<file path="src/rtl/macro_io_pkg.sv">
// Shared field layout, state encoding and expected-pattern helper for the macro IO sampler.
package macro_io_pkg;

  localparam int EAST_W    = 14;
  localparam int WEST_W    = 14;
  localparam int NORTH_W   = 10;
  localparam int WORD_W    = EAST_W + WEST_W + NORTH_W;
  localparam int EAST_LSB  = 0;
  localparam int WEST_LSB  = EAST_W;
  localparam int NORTH_LSB = EAST_W + WEST_W;
  localparam int CNT_W     = $clog2(WORD_W);

  typedef enum logic [2:0] {
    ST_IDLE,
    ST_SETTLE,
    ST_CAPTURE,
    ST_SHIFT,
    ST_DONE
  } state_e;

  // Tile k is expected to drive bit k of every field; the narrow north field limits this to k < 10.
  function automatic logic [WORD_W-1:0] expected_word(input int unsigned k);
    logic [WORD_W-1:0] w;
    w = '0;
    if (k < NORTH_W) begin
      w = (WORD_W'(1) << (NORTH_LSB + k)) |
          (WORD_W'(1) << (WEST_LSB + k))  |
          (WORD_W'(1) << (EAST_LSB + k));
    end
    return w;
  endfunction

endpackage

</file>
<file path="src/rtl/macro_io_serializer.sv">
// MSB-first serializer for one captured IO word with a valid/ready output stream.
module macro_io_serializer
  import macro_io_pkg::*;
(
  input  logic              clk,
  input  logic              resetn,
  input  logic              load,
  input  logic [WORD_W-1:0] load_data,
  input  logic              ser_ready,
  output logic              ser_data,
  output logic              ser_valid,
  output logic              last_accept
);

  logic [WORD_W-1:0] shift_q;
  logic [CNT_W-1:0]  cnt_q;
  logic              active_q;
  logic              accept;

  // Handshake: a bit transfers on a cycle with ser_valid=1 and ser_ready=1; while
  // ser_valid=1 and ser_ready=0 the word and counter hold, so ser_data stays stable.
  assign accept      = active_q & ser_ready;
  assign last_accept = accept & (cnt_q == '0);
  assign ser_valid   = active_q;
  assign ser_data    = active_q & shift_q[WORD_W-1];

  always_ff @(posedge clk) begin
    if (!resetn) begin
      shift_q  <= '0;
      cnt_q    <= '0;
      active_q <= 1'b0;
    end else if (load) begin
      shift_q  <= load_data;
      cnt_q    <= CNT_W'(WORD_W - 1);
      active_q <= 1'b1;
    end else if (accept) begin
      if (cnt_q == '0) begin
        active_q <= 1'b0;
      end else begin
        shift_q <= {shift_q[WORD_W-2:0], 1'b0};
        cnt_q   <= cnt_q - 1'b1;
      end
    end
  end

endmodule

</file>
<file path="src/rtl/macro_io_sampler.sv">
// Samples one macro tile's IO bus after a settle delay, compares it with the tile's
// expected pattern, streams the capture out serially and keeps pass/fail tallies.
module macro_io_sampler
  import macro_io_pkg::*;
#(
  parameter int N_MACROS = 4,
  parameter int SETTLE   = 2,
  localparam int SEL_W   = (N_MACROS > 1) ? $clog2(N_MACROS) : 1
) (
  input  logic                       clk,
  input  logic                       resetn,
  input  logic                       start,
  input  logic [SEL_W-1:0]           sel,
  input  logic [N_MACROS*WORD_W-1:0] io_o,
  input  logic [N_MACROS*WORD_W-1:0] io_oe,
  output logic                       busy,
  output logic                       done,
  output logic                       pass,
  output logic [WORD_W-1:0]          mismatch,
  output logic                       ser_data,
  output logic                       ser_valid,
  input  logic                       ser_ready,
  output logic [7:0]                 pass_cnt,
  output logic [7:0]                 fail_cnt,
  output state_e                     state_dbg
);

  state_e            state_q, state_d;
  logic [3:0]        settle_q;
  logic [SEL_W-1:0]  sel_q;
  logic [WORD_W-1:0] tile_word;
  logic [WORD_W-1:0] mismatch_d;
  logic [WORD_W-1:0] mismatch_q;
  logic              pass_q;
  logic [7:0]        pass_cnt_q, fail_cnt_q;
  logic              load;
  logic              last_accept;

  // Undriven pins (oe=0) read as 0; an out-of-range tile index matches no tile and reads all-zero.
  always_comb begin
    tile_word = '0;
    for (int k = 0; k < N_MACROS; k++) begin
      if (sel_q == SEL_W'(k)) begin
        tile_word = io_o[k*WORD_W +: WORD_W] & io_oe[k*WORD_W +: WORD_W];
      end
    end
  end

  assign mismatch_d = tile_word ^ expected_word(32'(sel_q));

  always_comb begin
    state_d = state_q;
    load    = 1'b0;
    case (state_q)
      ST_IDLE:    if (start) state_d = ST_SETTLE;
      ST_SETTLE:  if (settle_q == 4'(SETTLE - 1)) state_d = ST_CAPTURE;
      ST_CAPTURE: begin
        load    = 1'b1;
        state_d = ST_SHIFT;
      end
      ST_SHIFT:   if (last_accept) state_d = ST_DONE;
      ST_DONE:    state_d = ST_IDLE;
      default:    state_d = ST_IDLE;
    endcase
  end

  always_ff @(posedge clk) begin
    if (!resetn) begin
      state_q    <= ST_IDLE;
      settle_q   <= '0;
      sel_q      <= '0;
      mismatch_q <= '0;
      pass_q     <= 1'b0;
      pass_cnt_q <= '0;
      fail_cnt_q <= '0;
    end else begin
      state_q <= state_d;
      if (state_q == ST_IDLE && start) begin
        sel_q    <= sel;
        settle_q <= '0;
      end else if (state_q == ST_SETTLE) begin
        settle_q <= settle_q + 1'b1;
      end
      if (state_q == ST_CAPTURE) begin
        mismatch_q <= mismatch_d;
        pass_q     <= (mismatch_d == '0);
      end
      // Tallies saturate so a long soak never wraps back to a misleading small count.
      if (state_q == ST_DONE) begin
        if (pass_q) begin
          if (pass_cnt_q != 8'hFF) pass_cnt_q <= pass_cnt_q + 1'b1;
        end else begin
          if (fail_cnt_q != 8'hFF) fail_cnt_q <= fail_cnt_q + 1'b1;
        end
      end
    end
  end

  macro_io_serializer u_serializer (
    .clk         (clk),
    .resetn      (resetn),
    .load        (load),
    .load_data   (tile_word),
    .ser_ready   (ser_ready),
    .ser_data    (ser_data),
    .ser_valid   (ser_valid),
    .last_accept (last_accept)
  );

  assign busy      = (state_q != ST_IDLE);
  assign done      = (state_q == ST_DONE);
  assign pass      = pass_q;
  assign mismatch  = mismatch_q;
  assign pass_cnt  = pass_cnt_q;
  assign fail_cnt  = fail_cnt_q;
  assign state_dbg = state_q;

endmodule

</file>
<file path="config.mk">
export PLATFORM = sky130hd
export DESIGN_NAME = macro_io_sampler
export DESIGN_NICKNAME = d
export VERILOG_FILES = /design/src/rtl/macro_io_pkg.sv /design/src/rtl/macro_io_serializer.sv /design/src/rtl/macro_io_sampler.sv
export SDC_FILE = /design/constraint.sdc
export NUM_CORES = 1
export LEC_CHECK = 0
export ABC_CLOCK_PERIOD_IN_PS = 2370
export CAP_MARGIN = 40
export CORE_ASPECT_RATIO = 0.8
export CORE_MARGIN = 10
export CORE_UTILIZATION = 35
export CTS_BUF_LIST = sky130_fd_sc_hd__clkbuf_4 sky130_fd_sc_hd__clkbuf_8 sky130_fd_sc_hd__clkbuf_16
export CTS_CLUSTER_SIZE = 28
export DETAILED_ROUTE_END_ITERATION = 12
export HOLD_SLACK_MARGIN = 0.02
export PLACE_DENSITY_LB_ADDON = 0.05
export SLEW_MARGIN = 10
export SYNTH_ARGS = -nofsm -noshare
export SYNTH_HDL_FRONTEND = slang
export SYNTH_HIERARCHICAL = 1
export SYNTH_SLANG_ARGS = --single-unit
</file>
<file path="constraint.sdc">
create_clock -name clk -period 2.37 [get_ports clk]
set_input_delay 0.5925 -clock clk [delete_from_list [all_inputs] [get_ports clk]]
set_output_delay 0.5925 -clock clk [all_outputs]
set_load 0.02 [all_outputs]
</file>
==> key figures, run 1 <==
Timing
  – Final Cycle Share: 97.3%
  – Fmax: 434 MHz
  – Actual slew at the worst max-slew pin: 0.659 ns
  – Final hold violations: 0
  – Setup violators final: 0
  – RSZ-0062 raised after global routing: false
  – Final Skew: 0.00901 ns
  – Max-slew headroom: a little under three fifths
  – Final max-slew violation count: 0
  – Fin crit period: 2.31 ns

Global route
  – Largest net degree at the start of global routing: 102
  – Antenna violations before repair: 0
  – Grt ovf: 0
  – Global Route Usage Sum: 24.4%
  – Vias in the first global route: 7,253
  – First-pass GRT wire length: 45,000 µm

Yosys
  – Synth Register Bits: roughly 110
  – Top cell type's share of synthesized area: roughly a third
  – Number of synthesized flops with an enable pin: 0
  – Synthesized Nets: 1,110
  – Yosys warning total: 6
  – Cell Area, Synth: 6480 µm²
  – Seq/Total Area, Yosys: around 34%
  – Synth unique cells: 62
  – Synth cell count leaders: dfxtp_1, nand2_1, o21ai_0
  – Cells after synthesis: 794
  – Ys async rst share: 0%
  – Dominant cell type by area after synthesis: dfxtp_1
  – Avg Inst Size Synth: 8.17 µm²
  – Main flop type after synthesis: dfxtp_1
  – Synth top area cells: dfxtp_1, mux2i_1, nand2_1, and2_0, o21ai_0
  – Top-count cell post-synth: dfxtp_1

Cells and area
  – Layout cells sized above 1: 8.52%
  – Final-layout fill cell count: 1,673
  – Layout area overhead: 70.8%
  – Design area: 11,100 µm²
  – Non-Filler Instances: 1,416
  – # nets final: 1,497
  – Antenna diode count: 0

Hold path
  – Class of the worst hold path: register to register
  – Worst Hold Launch: mismatch[36]

Route
  – Number of routed nets with antenna violations: 0
  – Wire per inst: 21.8 µm
  – Drt drc: 0
  – First-pass DRT Iterations: 5
  – Total Wirelength: 30,900 µm
  – Iter 0 DRT Violations: 501
  – Vias/cell: 5.10
  – Total number of vias: 7,228

Floorplanning
  – Die width: approximately 170 µm
  – I/O pins: 372
  – Core area: 18,200 µm²
  – Chip height: 142 µm
  – Initial core utilization: 35.7%
  – Num rows: 44
  – Area of the die: 24,400 µm²

Worst setup path
  – Reg-to-Reg Start: sel_q[1]
  – Worst setup EP type: register
  – Kind of critical path: input port to register
  – Crit Path Max Fanout: 2
  – WP data required: 2.64 ns
  – Worst setup SP type: input port
  – Worst Setup SP: io_oe[95]
  – CP Data Arrival Time: approximately 2.6 ns

Power
  – PwrDens: 437 nW/µm²
  – Total power draw: 4.84 mW
  – Largest vdd supply drop: 366 µV
  – Static leakage: 4.14 nW

Place
  – Placement Cell Area: approximately 11,000 µm²
  – Placed Instances: approximately 1,400
  – GPL Wtd Cong: 0.860
  – PortBufs: roughly 370
  – DP HPWL: 26,000 µm

Clock tree
  – CTS Buf Count: 9
  – Root Driver: clkbuf_16
  – Clock Pin Slew Worst Setup and Hold Paths: 0.07 ns
  – Clk_lat worst skew: 0.35 ns
  – CTS HTree Levels: 3
  – Cts hold-fix bufs: 0
  – Clock sinks: 109
  – CTS tree: yes
  – Clock Path Buffers: 2

Status
  – Status: completed

Job
  – Max-cap violation count: 0
-- final timing paths --
kind	slack, ns	end	cells past startpoint
max	0.06	pass	7
min	0.47	mismatch[36]	2
max reg2reg	0.10	pass	6
min reg2reg	0.47	mismatch[36]	2
-- flip-flops by register name, summed over array words and instances (netlist names) --
| signal | cells |
|---|---|
| fail_cnt | 8 |
| mismatch | 38 |
| pass | 1 |
| pass_cnt | 8 |
| sel_q | 2 |
| settle_q | 4 |
| state_dbg | 3 |
| u_serializer/cnt_q | 6 |
| u_serializer/ser_valid | 1 |
| u_serializer/shift_q | 38 |
-- layout by cell type (no fill, tap or decap), types with 3 or more instances in the layout --
cell type	count
a311oi_1	8
and2_0	51
o21a_1	3
dlygate4sd2_1	25
mux4_2	13
nor2b_1	15
nor3_1	5
buf_12	5
inv_1	8
ha_1	6
a21oi_1	54
o211ai_1	4
nand3b_1	3
nor4_1	3
nand2_1	99
mux2i_1	48
buf_4	47
a21boi_0	30
a31oi_1	13
nor2_1	39
and3_1	19
nand4_1	13
xnor2_1	13
clkdlybuf4s50_1	338
o211a_1	5
inv_2	3
nand3_1	47
and2_4	3
or3_1	4
dfxtp_1	107
a211oi_1	6
o21ai_0	60
xor2_1	4
and2_1	19
clkbuf_16	9
dlymetal6s2s_1	7
-- layer usage --
| layer | up-vias | wire length, µm | track usage [%] |
|---|---|---|---|
| li1 | 3623 | - | - |
| met1 | 3368 | 12800 | 29.6 |
| met2 | 209 | 15700 | 42.7 |
| met3 | 28 | 1970 | 6.54 |
| met4 | 0 | 371 | 4.12 |
| met5 | - | 0 | 0 |
-- timing repair --
action,in CTS,in global routing
resized for setup,35,11
buffers inserted,0,2
pin swaps,16,8
endpoints found under the setup margin,2,1
endpoints found under the hold margin,0,0
-- cells by family (layout without fill, tap and decap cells) --
group           count (synthesis)  count (layout)  synth area share (%)
simple gates                  336             336                  26.8
compound gates                204             204                  19.8
flops                         109             109                  33.6
mux                            62              62                  12.1
buf+inv                        60             452                  4.19
xor+xnor                       17              17                  2.30
fa+ha+maj                       6               6                  1.16
-- per-stage QoR --
stage	setup WS [ns]	setup TNS [ns]	utilization, %	hold slack, ns
6_report	0.0639	0	61.0	0.466
5_1_grt	0.0121	0	61.0	0.491
4_1_cts	-0.0378	-0.0378	60.6	0.471
3_5_place_dp	-0.488	-0.488	58.8	0.458
3_3_place_gp	-0.450	-0.450	58.8	0.453
2_1_floorplan	0.00518	0	-	0.480
-- power breakdown --
part | switching, mW | internal, mW
Sequential | 0.0296 | 1.88
Combinational | 0.496 | 0.757
Clock | 0.674 | 1.01
-- final cells by class --
| class | count | area, µm² | share of cell area (%) |
|---|---|---|---|
| Timing Repair Buffer | 424 | 4160 | 37.5 |
| Multi-Input combinational cell | 625 | 4060 | 36.7 |
| Sequential cell | 109 | 2180 | 19.7 |
| Tap cell | 230 | 288 | 2.60 |
| Clock buffer | 13 | 268 | 2.42 |
| Clock inverter | 3 | 67.6 | 0.610 |
| Inverter | 12 | 48.8 | 0.440 |
-- critical path, cell delays in order --
cell and delay, ns:
dlygate4sd2_1 0.27, and2_0 0.16, mux4_2 0.49, or4_4 0.54
nor4b_2 0.22, nand4_1 0.13, o31ai_2 0.18
Note: power is estimated with default switching activity, not from simulation.
==> run 2, diff against run 1 <==
- ABC_CLOCK_PERIOD_IN_PS: 2370 -> 2600
- CORE_AREA: unset -> 2 2 144 146
- CORE_ASPECT_RATIO: 0.8 -> unset
- CORE_MARGIN: 10 -> unset
- CORE_UTILIZATION: 35 -> unset
- DIE_AREA: unset -> 0 0 146 148
- clock period: 2.37 -> 2.6 ns (I/O delays scaled with it)
==> key figures, run 2 (synthesized netlist as in run 1, its figures left out) <==
Status
  – Status: completed

Floorplanning
  – Core area: between 20,000 and 25,000 µm²
  – Num rows: 52
  – Initial core utilization: between 30 and 40%
  – I/O pins: ~370
  – Chip height: 148 µm
  – Die width: between 100 and 150 µm
  – Area of the die: 21,600 µm²

Route
  – First-pass DRT Iterations: 5
  – Total Wirelength: 28,600 µm
  – Total number of vias: ~7,300
  – Wire per inst: 19.8 µm
  – Number of routed nets with antenna violations: 0
  – Drt drc: 0
  – Vias/cell: 5.01
  – Iter 0 DRT Violations: 495

Place
  – DP HPWL: about 23,000 µm
  – GPL Wtd Cong: 0.837
  – PortBufs: 371
  – Post-place setup slack: -0.348 ns

Global route
  – Vias in the first global route: 7,214
  – Largest net degree at the start of global routing: 74
  – Antenna violations before repair: 5
  – Global Route Usage Sum: 26.3%
  – Grt ovf: 0
  – First-pass GRT wire length: 43,100 µm

Timing
  – Setup TNS: 0 ns
  – Final Skew: 0.00537 ns
  – RSZ-0062 raised after global routing: true
  – Fmax: between 300 and 400 MHz
  – Final worst slack: 0.0205 ns
  – Fin crit period: 2.58 ns
  – Final max-slew violation count: 0
  – Actual slew at the worst max-slew pin: 0.643 ns
  – Setup violators final: 0
  – Final hold violations: 0
  – Max-slew headroom: 57.1%
  – Final Cycle Share: between 90% and 100%

Worst setup path
  – Kind of critical path: input port to register
  – R2R depth: 7
  – Reg-to-Reg Start: sel_q[1]
  – Worst setup SP type: input port
  – CP Data Arrival Time: 2.85 ns
  – Reg2reg end: pass
  – WP data required: roughly 2.9 ns
  – Crit Path Max Fanout: 2
  – Worst setup EP type: register
  – Flop2flop setup slack: 0.13 ns

Hold path
  – Worst hold stages: 2
  – Class of the worst hold path: register to register
  – WHS Endpoint: mismatch[32]
  – Worst Hold Launch: mismatch[32]

Clock tree
  – Clock Path Buffers: 2
  – Root Driver: clkbuf_16
  – Post-CTS Resized: 0
  – CTS Buf Count: 9
  – Clock sinks: 109
  – CTS HTree Levels: 3
  – Clk_lat worst skew: 0.36 ns
  – Cts hold-fix bufs: 0
  – CTS tree: yes
  – Clock Pin Slew Worst Setup and Hold Paths: 0.07 ns
  – Setup repair bufs after CTS: 0

Power
  – Combinational power share: 26.6%
  – Switching Share: roughly a quarter
  – Seq pwr share: 40.5%
  – Total power draw: 4.30 mW
  – P_sw: 1.13 mW
  – Clock group share of total power: 32.8%
  – Internal power: 3.17 mW
  – PwrDens: just under 400 nW/µm²
  – Largest vdd supply drop: approximately 290 µV
  – Static leakage: 3.96 nW

Cells and area
  – Layout cells sized above 1: 7.23%
  – Most common cell after layout, fill and taps aside: clkdlybuf4s50_1
  – Commonest cells after routing, fill and taps aside: clkdlybuf4s50_1, dfxtp_1, nand2_1, o21ai_0, and2_0
  – # nets final: ~1,500
  – Layout area overhead: 69.5%

Job
  – Max-cap violation count: 0
-- run 2: critical path, cell delays in order --
cell and delay, ns:
clkdlybuf4s50_1 0.39, and2_0 0.15, mux4_2 0.49, or4_4 0.57, nor4b_4 0.26, nand4_1 0.15
o31ai_2 0.20
-- run 2: worst max path at each step --
stage | startpoint | end | slack, ns | cells past startpoint
after global routing | io_o[9] | pass | -0.02 | 7
final | io_o[47] | pass | 0.02 | 7
after CTS | io_oe[88] | pass | 0.01 | 7
after global placement | io_oe[88] | pass | -0.28 | 7
after detailed placement | io_oe[88] | pass | -0.35 | 7
after floorplan | state_dbg[1] | pass_cnt[7] | 0.24 | 7
-- run 2: power groups by stage --
stage          registers, mW  clock network (mW)  logic [mW]
2_1_floorplan           1.78                   0       0.398
3_3_place_gp            1.78                   0        1.13
3_5_place_dp            1.78                   0        1.13
4_1_cts                 1.74                1.43        1.14
5_1_grt                 1.75                1.50        1.23
6_report                1.74                1.41        1.15
-- run 2: layout make-up --
class                   instances  area [µm²]
well taps                     270         338
clock inverters                 5        50.0
clock buffers                  11         246
fillers                      1953        9040
diodes                          3        7.51
multi-input cells             625        4050
flip-flops and latches        109        2180
repair buffers                413        4070
inverters                      12        45.0
-- run 2: metrics by stage --
step                util [%]  hold WS (ns)  cell area [µm²]  std cells
finish                  54.9         0.465            11000       1448
global route            54.8         0.486            11000       1445
CTS                     54.7         0.467            11000       1445
detailed placement      53.3         0.458            10700       1429
global placement        53.3         0.452            10700       1429
floorplan                  -         0.480             6480        794
-- run 2: per-layer routing --
| metal | GRT usage [%] | up-vias | share of wire, % |
|---|---|---|---|
| met5 | 0 | - | 0.080 |
| met2 | 42.8 | 248 | 46 |
| li1 | - | 3612 | - |
| met1 | 35.0 | 3361 | 45 |
| met3 | 7.07 | 35 | 7.5 |
| met4 | 5.63 | 4 | 1.8 |
